<file path="config.mk">
export PLATFORM = sky130hd
export DESIGN_NAME = cp0_wbuf
export DESIGN_NICKNAME = d
export VERILOG_FILES = /design/src/rtl/cp0_wbuf_pkg.sv /design/src/rtl/cp0_wbuf_fwd.sv /design/src/rtl/cp0_wbuf.sv
export SDC_FILE = /design/constraint.sdc
export NUM_CORES = 1
export LEC_CHECK = 0
export CORE_UTILIZATION = 55
export CTS_CLUSTER_SIZE = 25
export DETAILED_ROUTE_END_ITERATION = 10
export HOLD_SLACK_MARGIN = 0.12
export PLACE_DENSITY = 0.92
export RECOVER_POWER = 100
export SYNTH_ARGS = -nofsm -noshare
export SYNTH_HDL_FRONTEND = slang
export SYNTH_HIERARCHICAL = 1
export SYNTH_SLANG_ARGS = --single-unit
</file>
<file path="constraint.sdc">
create_clock -name clk -period 10.2 [get_ports clk]
set_clock_uncertainty 0.15 [all_clocks]
set_input_delay 2.04 -clock clk [delete_from_list [all_inputs] [get_ports clk]]
set_output_delay 2.04 -clock clk [all_outputs]
set_load 0.01 [all_outputs]
</file>
<file path="src/rtl/cp0_wbuf_pkg.sv">
// cp0_wbuf_pkg: shared CP0 write-request type and write-buffer defaults
package cp0_wbuf_pkg;
    localparam int CP0_WBUF_DEPTH = 4;
    localparam int CP0_COMMIT_WIDTH = 2;
    typedef logic [$clog2(CP0_WBUF_DEPTH)-1:0] cp0_wbuf_ptr_t;
    typedef struct packed {
        logic        we;
        logic [4:0]  waddr;
        logic [2:0]  wsel;
        logic [31:0] wdata;
    } cp0_req_t;
endpackage

</file>
<file path="src/rtl/cp0_wbuf_fwd.sv">
// cp0_wbuf_fwd: youngest-match forwarding search over a circular pending window
module cp0_wbuf_fwd
    import cp0_wbuf_pkg::*;
#(
    parameter int DEPTH = CP0_WBUF_DEPTH,
    localparam int PTR_W = $clog2(DEPTH)
) (
    input  cp0_req_t [DEPTH-1:0] entries,
    input  logic [PTR_W-1:0]     head,
    input  logic [PTR_W:0]       count,
    input  logic [4:0]           raddr,
    input  logic [2:0]           rsel,
    output logic                 hit,
    output logic [31:0]          data
);
    // scan oldest to youngest so the last match left standing is the youngest
    always_comb begin
        hit = 1'b0;
        data = '0;
        for (int k = 0; k < DEPTH; k++) begin
            if ((PTR_W+1)'(k) < count && entries[head + PTR_W'(k)].waddr == raddr && entries[head + PTR_W'(k)].wsel == rsel) begin
                hit = 1'b1;
                data = entries[head + PTR_W'(k)].wdata;
            end
        end
    end
endmodule

</file>
<file path="src/rtl/cp0_wbuf.sv">
// cp0_wbuf: speculative in-order CP0 write buffer with multi-lane commit and forwarding
module cp0_wbuf
    import cp0_wbuf_pkg::*;
#(
    parameter int DEPTH = CP0_WBUF_DEPTH,
    parameter int COMMIT_WIDTH = CP0_COMMIT_WIDTH,
    localparam int PTR_W = $clog2(DEPTH)
) (
    input  logic                        clk,
    input  logic                        rst,
    input  logic                        flush,
    input  cp0_req_t                    wreq,
    output logic                        wreq_ready,
    input  logic [COMMIT_WIDTH-1:0]     commit,
    output cp0_req_t [COMMIT_WIDTH-1:0] wcommit,
    input  logic [4:0]                  raddr,
    input  logic [2:0]                  rsel,
    output logic                        fwd_hit,
    output logic [31:0]                 fwd_data,
    output logic [PTR_W:0]              pending,
    output logic                        proto_err
);
    localparam logic [PTR_W:0] ONE = 1;
    cp0_req_t [DEPTH-1:0] mem;
    logic [PTR_W-1:0] head, tail, fhead;
    logic [PTR_W:0] n, fcnt;
    logic run, bad, enq, hit;
    logic [31:0] data;
    assign wreq_ready = pending != (PTR_W+1)'(DEPTH);
    assign enq = wreq.we && wreq_ready && !flush;
    assign fhead = head + n[PTR_W-1:0];
    assign fcnt = pending - n;
    assign fwd_hit = hit && !rst;
    assign fwd_data = rst ? '0 : data;
    // retire count: leading ones of commit clamped to occupancy; flag lanes beyond occupancy
    always_comb begin
        n = '0;
        run = 1'b1;
        bad = 1'b0;
        for (int i = 0; i < COMMIT_WIDTH; i++) begin
            run = run & commit[i];
            n = (run && (PTR_W+1)'(i) < pending) ? n + ONE : n;
            bad = bad | (commit[i] && (PTR_W+1)'(i) >= pending);
        end
    end
    // lanes expose the oldest entries in order; only the first n are marked as writes
    always_comb begin
        for (int i = 0; i < COMMIT_WIDTH; i++) begin
            wcommit[i] = mem[head + PTR_W'(i)];
            wcommit[i].we = !rst && (PTR_W+1)'(i) < n;
        end
    end
    // payload storage at the tail
    always_ff @(posedge clk) begin
        if (enq) mem[tail] <= wreq;
    end
    // pointers, occupancy and sticky protocol error
    always_ff @(posedge clk) begin
        if (rst) begin
            head <= '0;
            tail <= '0;
            pending <= '0;
            proto_err <= 1'b0;
        end else begin
            proto_err <= proto_err | bad | (wreq.we && !wreq_ready);
            head <= flush ? '0 : fhead;
            tail <= flush ? '0 : tail + PTR_W'(enq);
            pending <= flush ? '0 : pending + (PTR_W+1)'(enq) - n;
        end
    end
    cp0_wbuf_fwd #(.DEPTH(DEPTH)) u_fwd (
        .entries(mem),
        .head(fhead),
        .count(fcnt),
        .raddr(raddr),
        .rsel(rsel),
        .hit(hit),
        .data(data)
    );
endmodule

</file>
=== Yosys cells after proc, flatten, opt, wreduce, memory -nomap -nowiden ===
Index checks and enable logic that the tools add are counted.

* Add/subtract/negate cells: 10
* Magnitude comparators: 18
* Equality and inequality tests: 9
* Multiplexer cells: 26
* Bitwise operators: 4
* Reductions and logical operators: 23

{| class="wikitable"
|+ Operator list
! cell !! number
|-
| $bmux W41 S2 || 6
|-
| $mux W40 || 6
|-
| $bwmux W164 || 1
|-
| $mux W32 || 5
|-
| $demux W41 S2 || 1
|-
| $mux W41 || 1
|-
| $lt A2 B3 Y1 const B || 7
|-
| $eq A5 B5 Y1 || 4
|-
| $logic_and A1 B1 Y1 || 19
|-
| $eq A3 B3 Y1 || 4
|-
| $lt A1 B3 Y1 const A || 4
|-
| $ge A1 B3 Y1 const A || 2
|-
| $lt A2 B3 Y1 const A || 2
|-
| $mux W1 || 5
|-
| $add A2 B1 Y2 const B || 2
|-
| $add A2 B2 Y2 const B || 2
|-
| $lt A1 B2 Y1 const A || 2
|-
| $add A3 B1 Y3 || 1
|-
| $logic_not A1 Y1 || 3
|-
| $ne A3 B3 Y1 const B || 1
|-
| $or A1 B1 Y1 || 3
|-
| $sub A3 B2 Y3 || 1
|-
| $sub A3 B3 Y3 || 1
|-
| $add A1 B1 Y2 const B || 1
|-
| 6 further kinds || 6
|}

* Register bits after elaboration: 172
* Bits of input ports: 54
* Output and inout bits: 120
* Logic and storage cells: 110

=== Logic depth before layout (Yosys ltp) ===
* Depth in word-level cells: 16
* Mapped depth: 21
* Gate-level depth less buffers: 15

=== Modules after synthesis ===
The synthesis kept the hierarchy.

{| class="wikitable"
|+ By module, submodules not included
! module !! times used !! cells an instance !! area each (um^2) !! seq. area each (um^2)
|-
| cp0_wbuf || 1 || 363 || 7652.3 || 5084.9
|-
| cp0_wbuf_fwd || 1 || 627 || 5021.1 || 0.0
|}

=== Worst setup path after synthesis ===
Ideal clock, no wire load.

* Kind: input -> output
* Start point: input port commit[1]
* End point: output port fwd_data[10]
* Arrival: 5.426 ns
* Data required time: 8.010 ns
* Setup slack: 2.584 ns
* Cell stages on the path: 19
* Path buffers: 5
* Path through: and3_1 -> inv_1 -> ha_1 -> ha_1 -> xnor2_1 -> xnor2_1 -> buf_6 -> buf_12 -> buf_6 -> buf_4 -> mux4_2 -> xnor2_1 -> o311ai_1 -> a21oi_2 -> and2_4 -> o21bai_4 -> buf_6 -> o32ai_1 -> nor2b_1

* Word-level cells in the longest chain between the ends: 14
* Elaborated cells on any way between the ends: 41
* Classes of those cells: add/sub: 5; order compare: 4; eq/ne: 8; mux: 14; bitwise: 1; reduce/logical: 9

{| class="wikitable"
|+ RTL lines
! item !! RTL line !! source
|-
| start, declared || cp0_wbuf.sv:14 || <nowiki>input logic [COMMIT_WIDTH-1:0] commit,</nowiki>
|-
| $and A1 B1 Y1 * || cp0_wbuf.sv:41 || <nowiki>run = run & commit[i];</nowiki>
|-
| $logic_and A1 B1 Y1 * || cp0_wbuf.sv:42 || <nowiki>n = (run && (PTR_W+1)'(i) < pending) ? n + ONE : n;</nowiki>
|-
| $mux W2 * || cp0_wbuf.sv:42 ||
|-
| $add A2 B2 Y2 * || cp0_wbuf.sv:31 || <nowiki>assign fhead = head + n[PTR_W-1:0];</nowiki>
|-
| via fhead[1] || cp0_wbuf.sv:25 || <nowiki>logic [PTR_W-1:0] head, tail, fhead;</nowiki>
|-
| $add A2 B1 Y2 / $bmux W41 S2 (equally long branches) || cp0_wbuf_fwd.sv:21, cp0_wbuf_fwd.sv:23 ||
|-
| $bmux W41 S2 / $mux W40 (equally long branches) || cp0_wbuf_fwd.sv:21, cp0_wbuf_fwd.sv:23 ||
|-
| $mux W40 (implied by the code) / $eq A5 B5 Y1 (equally long branches) || cp0_wbuf_fwd.sv:21 || <nowiki>if ((PTR_W+1)'(k) < count && entries[head + PTR_W'(k)].waddr == raddr && entries[head + PTR_W'(k)].wsel == rse ...</nowiki>
|-
| $eq A5 B5 Y1 / $logic_and A1 B1 Y1 (equally long branches) || cp0_wbuf_fwd.sv:21 ||
|-
| $logic_and A1 B1 Y1 || cp0_wbuf_fwd.sv:21 ||
|-
| $logic_and A1 B1 Y1 / $mux W32 (equally long branches) || cp0_wbuf_fwd.sv:21 ||
|-
| $mux W32 (2 in series) || cp0_wbuf_fwd.sv:21 ||
|-
| $mux W32 * || cp0_wbuf_fwd.sv:21 ||
|-
| via data[10] || cp0_wbuf.sv:28 || <nowiki>logic [31:0] data;</nowiki>
|-
| $mux W32 * || cp0_wbuf.sv:34 || <nowiki>assign fwd_data = rst ? '0 : data;</nowiki>
|-
| end, declared || cp0_wbuf.sv:19 || <nowiki>output logic [31:0] fwd_data,</nowiki>
|}

Mark *: on every way through the listed nets, which the timed path passes. The rest lies on a longest branch. The select of a mux whose other input is x is not followed.

=== Final worst setup path ===
* Start point: input port commit[0]
* End point: output port fwd_data[15]

* Word-level cells in the longest chain between the ends: 15
* Elaborated cells on any way between the ends: 44
* Classes of those cells: add/sub: 6; order compare: 4; eq/ne: 8; mux: 15; bitwise: 1; reduce/logical: 10

{| class="wikitable"
|+ RTL lines
! item !! RTL line
|-
| $logic_and A1 B1 Y1 || cp0_wbuf.sv:42
|-
| $mux W1 || cp0_wbuf.sv:42
|-
| $add A1 B1 Y2 || cp0_wbuf.sv:42
|-
| $mux W2 * || cp0_wbuf.sv:42
|-
| $add A2 B2 Y2 * || cp0_wbuf.sv:31
|-
| via fhead[1] || cp0_wbuf.sv:25
|-
| $add A2 B1 Y2 / $bmux W41 S2 (equally long branches) || cp0_wbuf_fwd.sv:21, cp0_wbuf_fwd.sv:23
|-
| $bmux W41 S2 / $mux W40 (equally long branches) || cp0_wbuf_fwd.sv:21, cp0_wbuf_fwd.sv:23
|-
| $mux W40 (implied by the code) / $eq A5 B5 Y1 (equally long branches) || cp0_wbuf_fwd.sv:21
|-
| $eq A5 B5 Y1 / $logic_and A1 B1 Y1 (equally long branches) || cp0_wbuf_fwd.sv:21
|-
| $logic_and A1 B1 Y1 || cp0_wbuf_fwd.sv:21
|-
| $logic_and A1 B1 Y1 / $mux W32 (equally long branches) || cp0_wbuf_fwd.sv:21
|-
| $mux W32 (2 in series) || cp0_wbuf_fwd.sv:21
|-
| $mux W32 * || cp0_wbuf_fwd.sv:21
|-
| via data[15] || cp0_wbuf.sv:28
|-
| $mux W32 * || cp0_wbuf.sv:34
|}

Marked as above.

==> flow_metrics.env <==
export IMPL_status="complete, but fails checks"
export IMPL_violations="max-capacitance violations, max-slew violations"
export IMPL_die_w_um=153
export IMPL_mappedNetlistArea_um2=12600
export IMPL_htreeDepth=4
export IMPL_firstDrtPassIters=5
export IMPL_grt_pass1_vias=9678
export IMPL_critical_path_arrival_ps=7560
export IMPL_crit_required_ps=8010
export IMPL_cts_clk_slew_worst_paths_ps=60
export IMPL_path_cells="dlygate4sd3_1 > and3_1 > inv_1 > ha_1 > ha_4 > xnor2_1 > xnor2_2 > buf_12 > buf_4 > mux2i_1 > xor2_1 > nand3_1 > a21oi_2 > and2_4 > o21bai_4 > o32ai_1 > nor2b_1 > dlygate4sd3_1"
export IMPL_pwr_density_cell_nw_per_um2=132
export IMPL_cpMaxStageDelayCell="dlygate4sd3_1"
export IMPL_ir_worst_vdd_mv=0.125
export IMPL_area_growth_pct=18.4
export IMPL_routed_wl_met3_um=3780
export IMPL_cts_root_buf="clkbuf_16"
export IMPL_rsz0062_at_grt="false"
export IMPL_syn_inst=986
export IMPL_slew_violations=226
export IMPL_cp_num_buf_inv=5
export IMPL_nNetsFinal=1157
export IMPL_cts_buffers=17
export IMPL_gp_congestion=0.872
export IMPL_fin_area_um2=14900
export IMPL_rows=54
export IMPL_max_freq_mhz=103
export IMPL_grt_pass1_wl_um=53700
export IMPL_ant_nets=0
export IMPL_dpl_instance_area_um2=14300
export IMPL_dieHeight_um=153
export IMPL_worst_path_max_fanout=50
export IMPL_drv_cap=6
export IMPL_worst_pin_slew_ps=4410
export IMPL_clk_path_buf_depth=2
export IMPL_route_detailed_drc=0
export IMPL_period_share_pct=95.6
export IMPL_hold_path_class="register to register"
export IMPL_wl_met1_um=13100
export IMPL_syn_avg_cell_area_um2=12.7
export IMPL_yosys_warnings=6
export IMPL_fill_cells=1517
export IMPL_start_util_pct=56.8
export IMPL_die_area_um2=23400
export IMPL_holdBufCountCts=0
export IMPL_via_per_inst=7.11
export IMPL_antenna_found_initial=2
export IMPL_cpLargestDelayFamily="buffers and inverters"
export IMPL_cts_tree="built"
export IMPL_final_setup_tns_ps=0
export IMPL_drive_above_1_share_pct=18.9
export IMPL_leakagePower_nw=4.57
export IMPL_relSlewSlack_pct=-194
export IMPL_postCtsSetupBuffers=0
export IMPL_post_route_min_period_ps=9750
export IMPL_clk_insertion_delay_late_ps=430
export IMPL_dp_final_hpwl_um=21200
export IMPL_routed_wl_um=34100
export IMPL_cts_resized=0
export IMPL_start_kind="input pin"
export IMPL_grt_overflow=0
export IMPL_mostFrequentLayoutCell="edfxtp_1"
export IMPL_top_layer="met4"
export IMPL_synth_nets=1048
export IMPL_core_um2=22100
export IMPL_worst_setup_path_end_kind="primary output"
export IMPL_crit_path_frequent_cell="dlygate4sd3_1"
export IMPL_final_hold_violation_count=0
export IMPL_setup_viol=0
export IMPL_num_io_pins=174
export IMPL_worstSetupPathType="input pin to primary output"
export IMPL_drt_iter0_drc=1447
export IMPL_grt_max_degree=85
export IMPL_slowest_delay_ps=640
export IMPL_met2RoutedLength_um=16300
export IMPL_layout_common_cells="160 x edfxtp_1, 152 x dlygate4sd3_1, 128 x mux2i_1"
export IMPL_vias=9880
export IMPL_track_usage_pct=29.5
export IMPL_clkSinkCount=168
export IMPL_port_buffers=173
export IMPL_post_drt_wl_per_cell_um=24.6
-- worst register-to-register path, stage by stage (launching register included) --
cell	delay, ps
dfxtp_1	1570
ha_4	280
xnor2_1	160
xnor2_2	160
buf_12	330
buf_4	940
and2_1	270
-- power by group --
part / internal (mW) / switching [mW] / leakage [nW]
logic: 0.218 / 0.253 / 2.75
registers: 0.770 / 0.0165 / 1.52
clock network: 0.433 / 0.267 / 0.303
-- state kept, by name (all words and copies together), names as in the netlist --
name	flops
tail	2
mem	160
proto_err	1
head	2
pending	3
-- cell type report --
cell class | instances | area, um2 | share of cell area, %
Multi-Input combinational cell | 697 | 6950 | 46.8
Sequential cell | 168 | 4970 | 33.4
Timing Repair Buffer | 192 | 1880 | 12.6
Clock buffer | 19 | 433 | 2.91
Tap cell | 280 | 350 | 2.36
Clock inverter | 12 | 200 | 1.35
Inverter | 19 | 71.3 | 0.480
Antenna cell | 2 | 5.00 | 0.0337
-- per-stage QoR --
step	power [mW]	worst slack, ps	cells	hold WS, ps	util, %
finish	1.96	446	1389	364	67.3
global route	2.03	134	1387	408	67.2
CTS	1.96	681	1387	376	67.4
detailed placement	1.27	705	1356	356	64.5
global placement	1.26	880	1356	338	64.5
floorplan	1.11	2580	986	319	-
-- worst paths after layout --
check                               start           end  slack [ps]  cells past startpoint
worst max-delay path            commit[0]  fwd_data[15]         450                     18
worst min-delay path            proto_err     proto_err         360                      2
worst max register to register    head[0]       head[1]        6280                      6
worst min register to register  proto_err     proto_err         360                      2
-- metal layers --
layer | up-vias | track usage [%]
met5 | - | 0
met4 | 0 | 12.2
met3 | 97 | 6.10
met2 | 723 | 46.6
met1 | 4826 | 39.7
li1 | 4234 | -
Power figures use the tool's default switching activity.
